===== src/rtl/trigger_handling_v2_pkg.sv =====
// Shared trigger-path definitions: source count, field widths, the fixed
// path offset, per-source defaults and the source index map.
package trigger_handling_v2_pkg;

  localparam int SCAL_NUM_L4  = 4;
  localparam int PRETRG_BITS  = 4;
  localparam int DELAY_BITS   = 4;
  localparam int BASE_OFFSET  = 8;
  localparam int OFFSET_BITS  = 9;

  // Source index map into the L4 vectors
  typedef enum logic [1:0] {
    SRC_RF0 = 2'd0,
    SRC_RF1 = 2'd1,
    SRC_CPU = 2'd2,
    SRC_CAL = 2'd3
  } trig_src_e;

  // Power-on defaults for each source, in blocks
  localparam logic [PRETRG_BITS-1:0] TRIG_RF0_PRETRIGGER = 4'd2;
  localparam logic [PRETRG_BITS-1:0] TRIG_RF1_PRETRIGGER = 4'd2;
  localparam logic [PRETRG_BITS-1:0] TRIG_CPU_PRETRIGGER = 4'd0;
  localparam logic [PRETRG_BITS-1:0] TRIG_CAL_PRETRIGGER = 4'd0;
  localparam logic [DELAY_BITS-1:0]  TRIG_RF0_DELAY      = 4'd0;
  localparam logic [DELAY_BITS-1:0]  TRIG_RF1_DELAY      = 4'd0;
  localparam logic [DELAY_BITS-1:0]  TRIG_CPU_DELAY      = 4'd0;
  localparam logic [DELAY_BITS-1:0]  TRIG_CAL_DELAY      = 4'd0;

  // Block offset the readout steps back for a source with pretrigger pre.
  // The +1 accounts for the fixed one-block latency of the delay line.
  function automatic logic [OFFSET_BITS-1:0] calc_offset(input logic [OFFSET_BITS-1:0] pre);
    return OFFSET_BITS'(BASE_OFFSET) + pre + OFFSET_BITS'(1);
  endfunction

endpackage


===== src/rtl/trigger_handling_v2_delay_line.sv =====
// Single-bit programmable block delay: input sampled at edge N appears on
// matched_o at edge N + 2*delay_i + 2. next_o is the value matched_o will
// take at the coming edge, so the merge logic can act on the same edge.
module trigger_handling_v2_delay_line #(
  parameter int DELAY_BITS = 4
) (
  input  logic                  clk_i,
  input  logic                  rst_i,
  input  logic [DELAY_BITS-1:0] delay_i,
  input  logic                  l4_i,
  output logic                  next_o,
  output logic                  matched_o
);

  // 2*(2^DELAY_BITS-1)+2 stages, which is exactly 2^(DELAY_BITS+1)
  localparam int TAP_W = DELAY_BITS + 1;
  localparam int DEPTH = 1 << TAP_W;

  logic [DEPTH-1:0] sr;
  logic [TAP_W-1:0] tap_idx;

  // Odd tap: 2*delay+1 stages plus the output register gives 2*delay+2
  assign tap_idx = {delay_i, 1'b1};
  assign next_o  = sr[tap_idx];

  // Shift the level trigger along the delay chain
  always_ff @(posedge clk_i) begin
    if (rst_i) begin
      sr <= '0;
    end else begin
      sr <= {sr[DEPTH-2:0], l4_i};
    end
  end

  // Register the selected tap as the delayed trigger
  always_ff @(posedge clk_i) begin
    if (rst_i) begin
      matched_o <= 1'b0;
    end else begin
      matched_o <= next_o;
    end
  end

endmodule


===== src/rtl/trigger_handling_v2.sv =====
// Per-source L4 trigger alignment and merge into a single T1 pulse with the
// block offset that makes every source request the same absolute block.
module trigger_handling_v2
  import trigger_handling_v2_pkg::*;
#(
  parameter int NUM_L4   = SCAL_NUM_L4,
  parameter int PRE_BITS = PRETRG_BITS,
  parameter int DLY_BITS = DELAY_BITS
) (
  input  logic                         clk_i,
  input  logic                         rst_i,
  input  logic [PRE_BITS*NUM_L4-1:0]   pretrigger_vector_i,
  input  logic [DLY_BITS*NUM_L4-1:0]   delay_vector_i,
  input  logic [NUM_L4-1:0]            l4_i,
  input  logic                         T1_mask_i,
  output logic [NUM_L4-1:0]            l4_matched_o,
  output logic                         T1_o,
  output logic                         T1_scaler_o,
  output logic [OFFSET_BITS-1:0]       T1_offset_o
);

  logic [NUM_L4-1:0]   tap_next;
  logic [NUM_L4-1:0]   qualify;
  logic                any_qualify;
  logic [PRE_BITS-1:0] sel_pre;

  for (genvar g = 0; g < NUM_L4; g++) begin : g_src
    trigger_handling_v2_delay_line #(
      .DELAY_BITS (DLY_BITS)
    ) u_delay (
      .clk_i     (clk_i),
      .rst_i     (rst_i),
      .delay_i   (delay_vector_i[DLY_BITS*g +: DLY_BITS]),
      .l4_i      (l4_i[g]),
      .next_o    (tap_next[g]),
      .matched_o (l4_matched_o[g])
    );
  end

  // A source qualifies when its delayed bit is about to rise
  assign qualify     = tap_next & ~l4_matched_o;
  assign any_qualify = |qualify;

  // Lowest-index qualifying source selects the pretrigger (descending scan)
  always_comb begin
    sel_pre = '0;
    for (int i = NUM_L4 - 1; i >= 0; i--) begin
      if (qualify[i]) begin
        sel_pre = pretrigger_vector_i[PRE_BITS*i +: PRE_BITS];
      end
    end
  end

  // T1 pulses and offset update on the same edge as the matched rise
  always_ff @(posedge clk_i) begin
    if (rst_i) begin
      T1_o        <= 1'b0;
      T1_scaler_o <= 1'b0;
      T1_offset_o <= '0;
    end else begin
      T1_scaler_o <= any_qualify;
      T1_o        <= any_qualify & ~T1_mask_i;
      if (any_qualify) begin
        T1_offset_o <= calc_offset(OFFSET_BITS'(sel_pre));
      end
    end
  end

endmodule


===== config.mk =====
export PLATFORM = sky130hd
export DESIGN_NAME = trigger_handling_v2
export DESIGN_NICKNAME = d
export VERILOG_FILES = /design/src/rtl/trigger_handling_v2_pkg.sv /design/src/rtl/trigger_handling_v2_delay_line.sv /design/src/rtl/trigger_handling_v2.sv
export SDC_FILE = /design/constraint.sdc
export NUM_CORES = 1
export LEC_CHECK = 0
export CORE_MARGIN = 3
export CORE_UTILIZATION = 41
export CTS_CLUSTER_DIAMETER = 50
export DETAILED_ROUTE_END_ITERATION = 12
export GPL_TIMING_DRIVEN = 0
export PLACE_DENSITY = 0.64
export SETUP_SLACK_MARGIN = 0.5
export SYNTH_ARGS = -nofsm -noshare
export SYNTH_HDL_FRONTEND = slang
export SYNTH_SLANG_ARGS = --single-unit

===== constraint.sdc =====
create_clock -name clk_i -period 3.2 [get_ports clk_i]
set_input_delay 0.96 -clock clk_i [delete_from_list [all_inputs] [get_ports clk_i]]
set_output_delay 0.96 -clock clk_i [all_outputs]
set_load 0.005 [all_outputs]

=== After elaboration in Yosys (flattened, before gate mapping) ===
Index checks and enable logic that the tools add are counted.

* Memories kept: 0
* Bits in writable memories: 0
* Logic and storage cells: 34
* ROM bits: 0
* Register bits: 143
* Bits of input ports: 39
* Latch bits: 0

* Eq/ne operators: 0
* Multiply operators: 0
* Mux-type cells: 12
* Bitwise operators: 4
* Reduce and logical (&&, ||, !) cells: 1
* Magnitude comparators: 4
* Add/subtract/negate cells: 2
* Div/mod/pow operators: 0
* Shift-type cells: 0

{| class="wikitable"
|+ Operators by type and width
! kind !! count
|-
| 5-bit by 6-bit less-than comparator with 1-bit output, second input constant || 4
|-
| 1-bit binary-select mux with 4-bit select || 4
|-
| 4-bit two-way mux || 4
|-
| 5-bit by 1-bit adder with 6-bit output, second input constant || 1
|-
| 4-bit by 4-bit adder with 5-bit output, first input constant || 1
|-
| 4-bit AND || 1
|-
| 1-bit two-way mux || 4
|-
| 4-bit inverter || 1
|-
| 4-bit OR reduction || 1
|-
| 1-bit AND || 1
|-
| 1-bit inverter || 1
|}

=== Depth between registers and ports, before layout ===
* Depth after elaboration: 9
* Mapped depth: 10

=== Modules after synthesis ===
A second synthesis with hierarchy kept.

* Cells, all modules: 383
* Area total of the unflattened synthesis: 4,662.0 µm²

{| class="wikitable"
|+ By module, submodules not included
! module !! seq. area each (µm²) !! area each (µm²) !! instances !! cells each
|-
| trigger_handling_v2_delay_line || 660.6 || 1,019.7 || 4 || 79
|-
| trigger_handling_v2 || 140.1 || 583.1 || 1 || 67
|}

=== Worst setup path before layout ===
OpenSTA, ideal clock, no wires.

* Kind: input to register
* Start point: input delay_vector_i[12]
* End point: register T1_offset_o[2]
* Path slack: 68 ps
* Required time: 3,114 ps
* Data arrival time: 3,047 ps
* Library setup time: 86 ps
* Stages: 10
* Cell sequence: clkbuf_1 mux2_2 o221a_2 o21ai_0 a211oi_1 mux2i_1 o221ai_1 ha_1 xnor2_1 a211oi_1

* Cells in the longest elaborated chain, start to end: 9
* Elaborated cells on any way between the ends: 10

{| class="wikitable"
|+ RTL lines
! what !! line !! text
|-
| start: declaration || trigger_handling_v2.sv:13 || <nowiki>input logic [DLY_BITS*NUM_L4-1:0] delay_vector_i,</nowiki>
|-
| 1-bit binary-select mux with 4-bit select * || trigger_handling_v2_delay_line.sv:24 || <nowiki>assign next_o = sr[tap_idx];</nowiki>
|-
| 1-bit two-way mux (implied by the code) * || trigger_handling_v2_delay_line.sv:24 ||
|-
| 4-bit AND * || trigger_handling_v2.sv:41 || <nowiki>assign qualify = tap_next & ~l4_matched_o;</nowiki>
|-
| 4-bit two-way mux (4 in series) || trigger_handling_v2.sv:48 || <nowiki>if (qualify[i]) begin</nowiki>
|-
| 4-bit by 4-bit adder with 5-bit output || trigger_handling_v2_pkg.sv:32 || <nowiki>return OFFSET_BITS'(BASE_OFFSET) + pre + OFFSET_BITS'(1);</nowiki>
|-
| 5-bit by 1-bit adder with 6-bit output || trigger_handling_v2_pkg.sv:32 ||
|-
| end signal: assignment || trigger_handling_v2.sv:64 || <nowiki>T1_offset_o <= calc_offset(OFFSET_BITS'(sel_pre));</nowiki>
|-
| end: declaration || trigger_handling_v2.sv:19 || <nowiki>output logic [OFFSET_BITS-1:0] T1_offset_o</nowiki>
|}

Every way passes the cells marked *; elsewhere a longest branch is shown, timed or not. The select of a mux whose other input is x is not followed.
A chain may end at the register's enable or synchronous reset.

=== Worst setup path after layout ===
* Start point: input delay_vector_i[8]
* End point: register T1_offset_o[3]

* Cells in the longest elaborated chain, start to end: 8
* Elaborated cells on any way between the ends: 9

{| class="wikitable"
|+ RTL lines
! what !! line
|-
| 1-bit binary-select mux with 4-bit select * || trigger_handling_v2_delay_line.sv:24
|-
| 1-bit two-way mux (implied by the code) * || trigger_handling_v2_delay_line.sv:24
|-
| 4-bit AND * || trigger_handling_v2.sv:41
|-
| 4-bit two-way mux (3 in series) || trigger_handling_v2.sv:48
|-
| 4-bit by 4-bit adder with 5-bit output || trigger_handling_v2_pkg.sv:32
|-
| 5-bit by 1-bit adder with 6-bit output || trigger_handling_v2_pkg.sv:32
|}

Marked as above.

==> flow_summary_export.csv <==
group,metric,value,unit
floorplan,dieArea,12600,µm²
critical_path,worst_setup_path_start_kind,"primary input",
synthesis,netlist_area,4650,µm²
power,comb_power_share,6.6,%
floorplan,start_util,42.5,%
clock_network,cts.sinks,139,
critical_path,crit_slowest_cell,"mux4_2",
global_routing,grt_max_degree,17,
clock_network,clk_path_buf_depth,2,
timing,drv_slew,0,
critical_path,critPathMaxFanout,7,
timing,clock_skew,0.00562,ns
timing,tns,0,ns
critical_path,crit_chain,"buf_8 > mux4_2 > o211ai_1 > a21oi_2 > buf_4 > buf_4 > or3_4 > buf_6 > and2_4 > a211oi_2",
critical_path,crit_family,"compound AO/OA/AOI/OAI gates",
cells_and_area,antenna_cells,0,
floorplan,top_level_ports,54,
route,post-route-drc-count,0,
place,gp_congestion,0.738,
clock_network,htreeDepth,4,
synthesis,ys_ff_latch,139,
timing,fmax,365,MHz
power,peakVddDrop,0.316,mV
place,port_buffers,46,
cells_and_area,nets,508,
job,drv_cap,0,
timing,worstMarginPinSlew,0.601,ns
synthesis,synthFlopType,"dfxtp_1",
cells_and_area,multiInputGateArea,1800,µm²
floorplan,fp.dieH,112,µm
clock_network,cts_tree,"done",
route,dr_total_vias,2777,
floorplan,fp.dieW,112,µm
route,via_per_inst,4.47,
cells_and_area,drive_gt1_share,20.6,%
cells_and_area,syn_to_final_growth,29.7,%
synthesis,netlist_top_cells_area,"dfxtp_1, nor2b_1, mux4_2",
place,hpwl,5.87,mm
timing,final_hold_viol_count,0,
clock_network,cts_inserted_buffers,17,
synthesis,async_reset_ff_share,0,%
critical_path,cp_slowest_stage_delay,0.50,ns
timing,layout_min_cycle_time,2.74,ns
critical_path,crit_type,"in -> reg",
synthesis,synth-edff-count,0,
cells_and_area,seq_area,2780,µm²
synthesis,synthDistinctLibCells,44,
timing,setup_viol,0,
power,power.switching,829,µW
clock_network,insertion_delay,0.41,ns
floorplan,rows,38,
route,antenna_left,0,
timing,rsz0062_at_grt,"true",
cells_and_area,n_fill_cell,934,
timing,slew-limit-headroom,59.9,%
synthesis,yosysWarnings,0,
critical_path,cp_common_cell,"buf_4",
clock_network,root_buffer,"clkbuf_16",
power,switching_share,21.4,%
clock_network,clk_pin_slew,0.06,ns
run_status,status,"completed",
synthesis,synth_top_area_share,59.9,%
timing,fin_ws,0.464,ns
synthesis,synth_largest_area_cell,"dfxtp_1",
power,clockPowerShare,47.9,%
synthesis,syn_area_per_cell,11.9,µm²
power,power_frac_seq,45.5,%
global_routing,grt_first_pass_wirelength,14.1,mm
hold_path,hold_class,"reg -> reg",
critical_path,crit_buf_inv,4,
global_routing,antenna_found_initial,0,
critical_path,crit_arrival,3.07,ns
global_routing,track_usage,14.6,%
synthesis,synth_cells,392,
critical_path,cp.required,3.54,ns
place,place_ws,-0.661,ns
timing,finalCritPeriodShare,85.5,%
route,first_pass_iters,4,
power,power_density,643,nW/µm²
synthesis,ys_seq_area_share,59.9,%
route,drt-wirelength-per-cell,13.8,µm
clock_network,cts_hold_buf,0,
power,p_leak,2.38,nW
route,drtIter0Drc,58,
power,cell_internal_pwr,3.04,mW
route,wl,8.57,mm
floorplan,core_area,10900,µm²
global_routing,grt.overflow.total,0,
global_routing,grt_pass1_vias,2806,
critical_path,end_kind,"flip-flop",
flip-flops by register name (all words and copies together), names as in the netlist:
| signal | cells |
|---|---|
| T1_offset_o | 5 |
| g_src.u_delay.matched_o | 4 |
| T1_scaler_o | 1 |
| T1_o | 1 |
| g_src.u_delay.sr | 128 |
power by group through the flow:
stage	combinational, mW	clock [mW]	sequential (mW)
floorplan	0.123	0	1.80
global placement	0.229	0	1.80
detailed placement	0.232	0	1.80
CTS	0.249	1.89	1.76
global route	0.279	1.95	1.76
finish	0.255	1.86	1.76
cell type report:
class                      instances  share of cell area (%)
clock inverter                    14                    2.14
clock buffer                      18                    7.29
multi-input combinational        226                    29.9
buffer                            26                    2.59
inverter                           4                   0.291
sequential                       139                    46.2
timing repair buffer              54                    8.72
tap                              140                    2.91
Yosys cell counts (all sizes together) (2+ instances only):
cell type and count:
o211ai 2, clkbuf 16, mux2 8, nor2 6
nand2b 3, a22oi 2, nor2b 133, a211oi 4
buf 10, nand2 8, o22ai 3, nor3 2
o221a 2, mux2i 6, dfxtp 139, mux4 12
inv 4, nand3 2, nand3b 3, a21oi 11
a31oi 2
worst reg2reg max path: stages, from the launching register on:
cell      delay (ns)
dfxtp_1         0.31
mux4_2          0.50
mux2_4          0.30
a22oi_4         0.31
nand2_4         0.12
or3_4           0.34
buf_6           0.14
and2_4          0.13
a211oi_2        0.16
path summary, 6_finish.rpt:
path | to | slack (ns) | from | cells past startpoint
setup / recovery | T1_offset_o[3] | 0.46 | delay_vector_i[8] | 10
hold / removal | g_src[1].u_delay.sr[9] | 0.43 | g_src[1].u_delay.sr[8] | 1
setup reg to reg | T1_offset_o[3] | 0.83 | g_src[0].u_delay.sr[7] | 8
hold reg to reg | g_src[1].u_delay.sr[9] | 0.43 | g_src[1].u_delay.sr[8] | 1
per-layer routing:
metal  vias up  track usage [%]  share of wire [%]
li1       1435                -                  -
met1      1288             19.4                 49
met2        44             21.7                 45
met3        10             5.39                4.1
met4         0             5.53                1.5
met5         -                0                  0
kinds of logic (layout without fill, tap and decap cells):
logic type                 Yosys count  count (layout)  share of synthesized area [%]
DFF                                139             139                           59.9
AOI/OAI and AO/OA                   33              33                           5.68
muxes                               26              26                           9.53
other                                1               4                         0.0807
buffers and inverters               30             116                           3.26
and+or+nand+nor                    161             161                           21.1
xor gates and xnor gates             1               1                          0.189
adders and majority gates            1               1                          0.269
what timing repair did:
| action | in CTS | in global routing |
|---|---|---|
| setup buffers | 7 | 1 |
| hold endpoints to repair | 0 | 0 |
| pin swaps | 10 | 9 |
| setup endpoints to repair | 7 | 7 |
| resized for setup | 37 | 7 |
cell usage in the layout, fill, tap and decap left out, types with 3 or more instances in the layout:
master and instances:
inv_1 3, conb_1 4, mux2_2 5, clkbuf_16 17
mux2_4 3, nand3b_1 3, dfxtp_1 139, mux4_2 11
nand2_1 6, nor2b_1 133, mux2i_1 5, nor2_1 6
buf_4 16, clkinv_2 9, dlygate4sd2_1 3, a21oi_2 5
a21oi_1 6, clkdlybuf4s50_1 37, clkbuf_1 15
stage by stage:
step           instance area, µm²  power, mW  utilization (%)  hold WS, ns  instances
2_1_floorplan                4690       1.92                -        0.414        395
3_3_place_gp                 5330       2.03             48.7        0.418        581
3_5_place_dp                 5330       2.03             48.7        0.423        581
4_1_cts                      6000       3.91             54.9        0.436        620
5_1_grt                      6030       4.00             55.1        0.451        621
6_report                     6030       3.87             55.1        0.433        621
(Power assumes the default switching activity.)
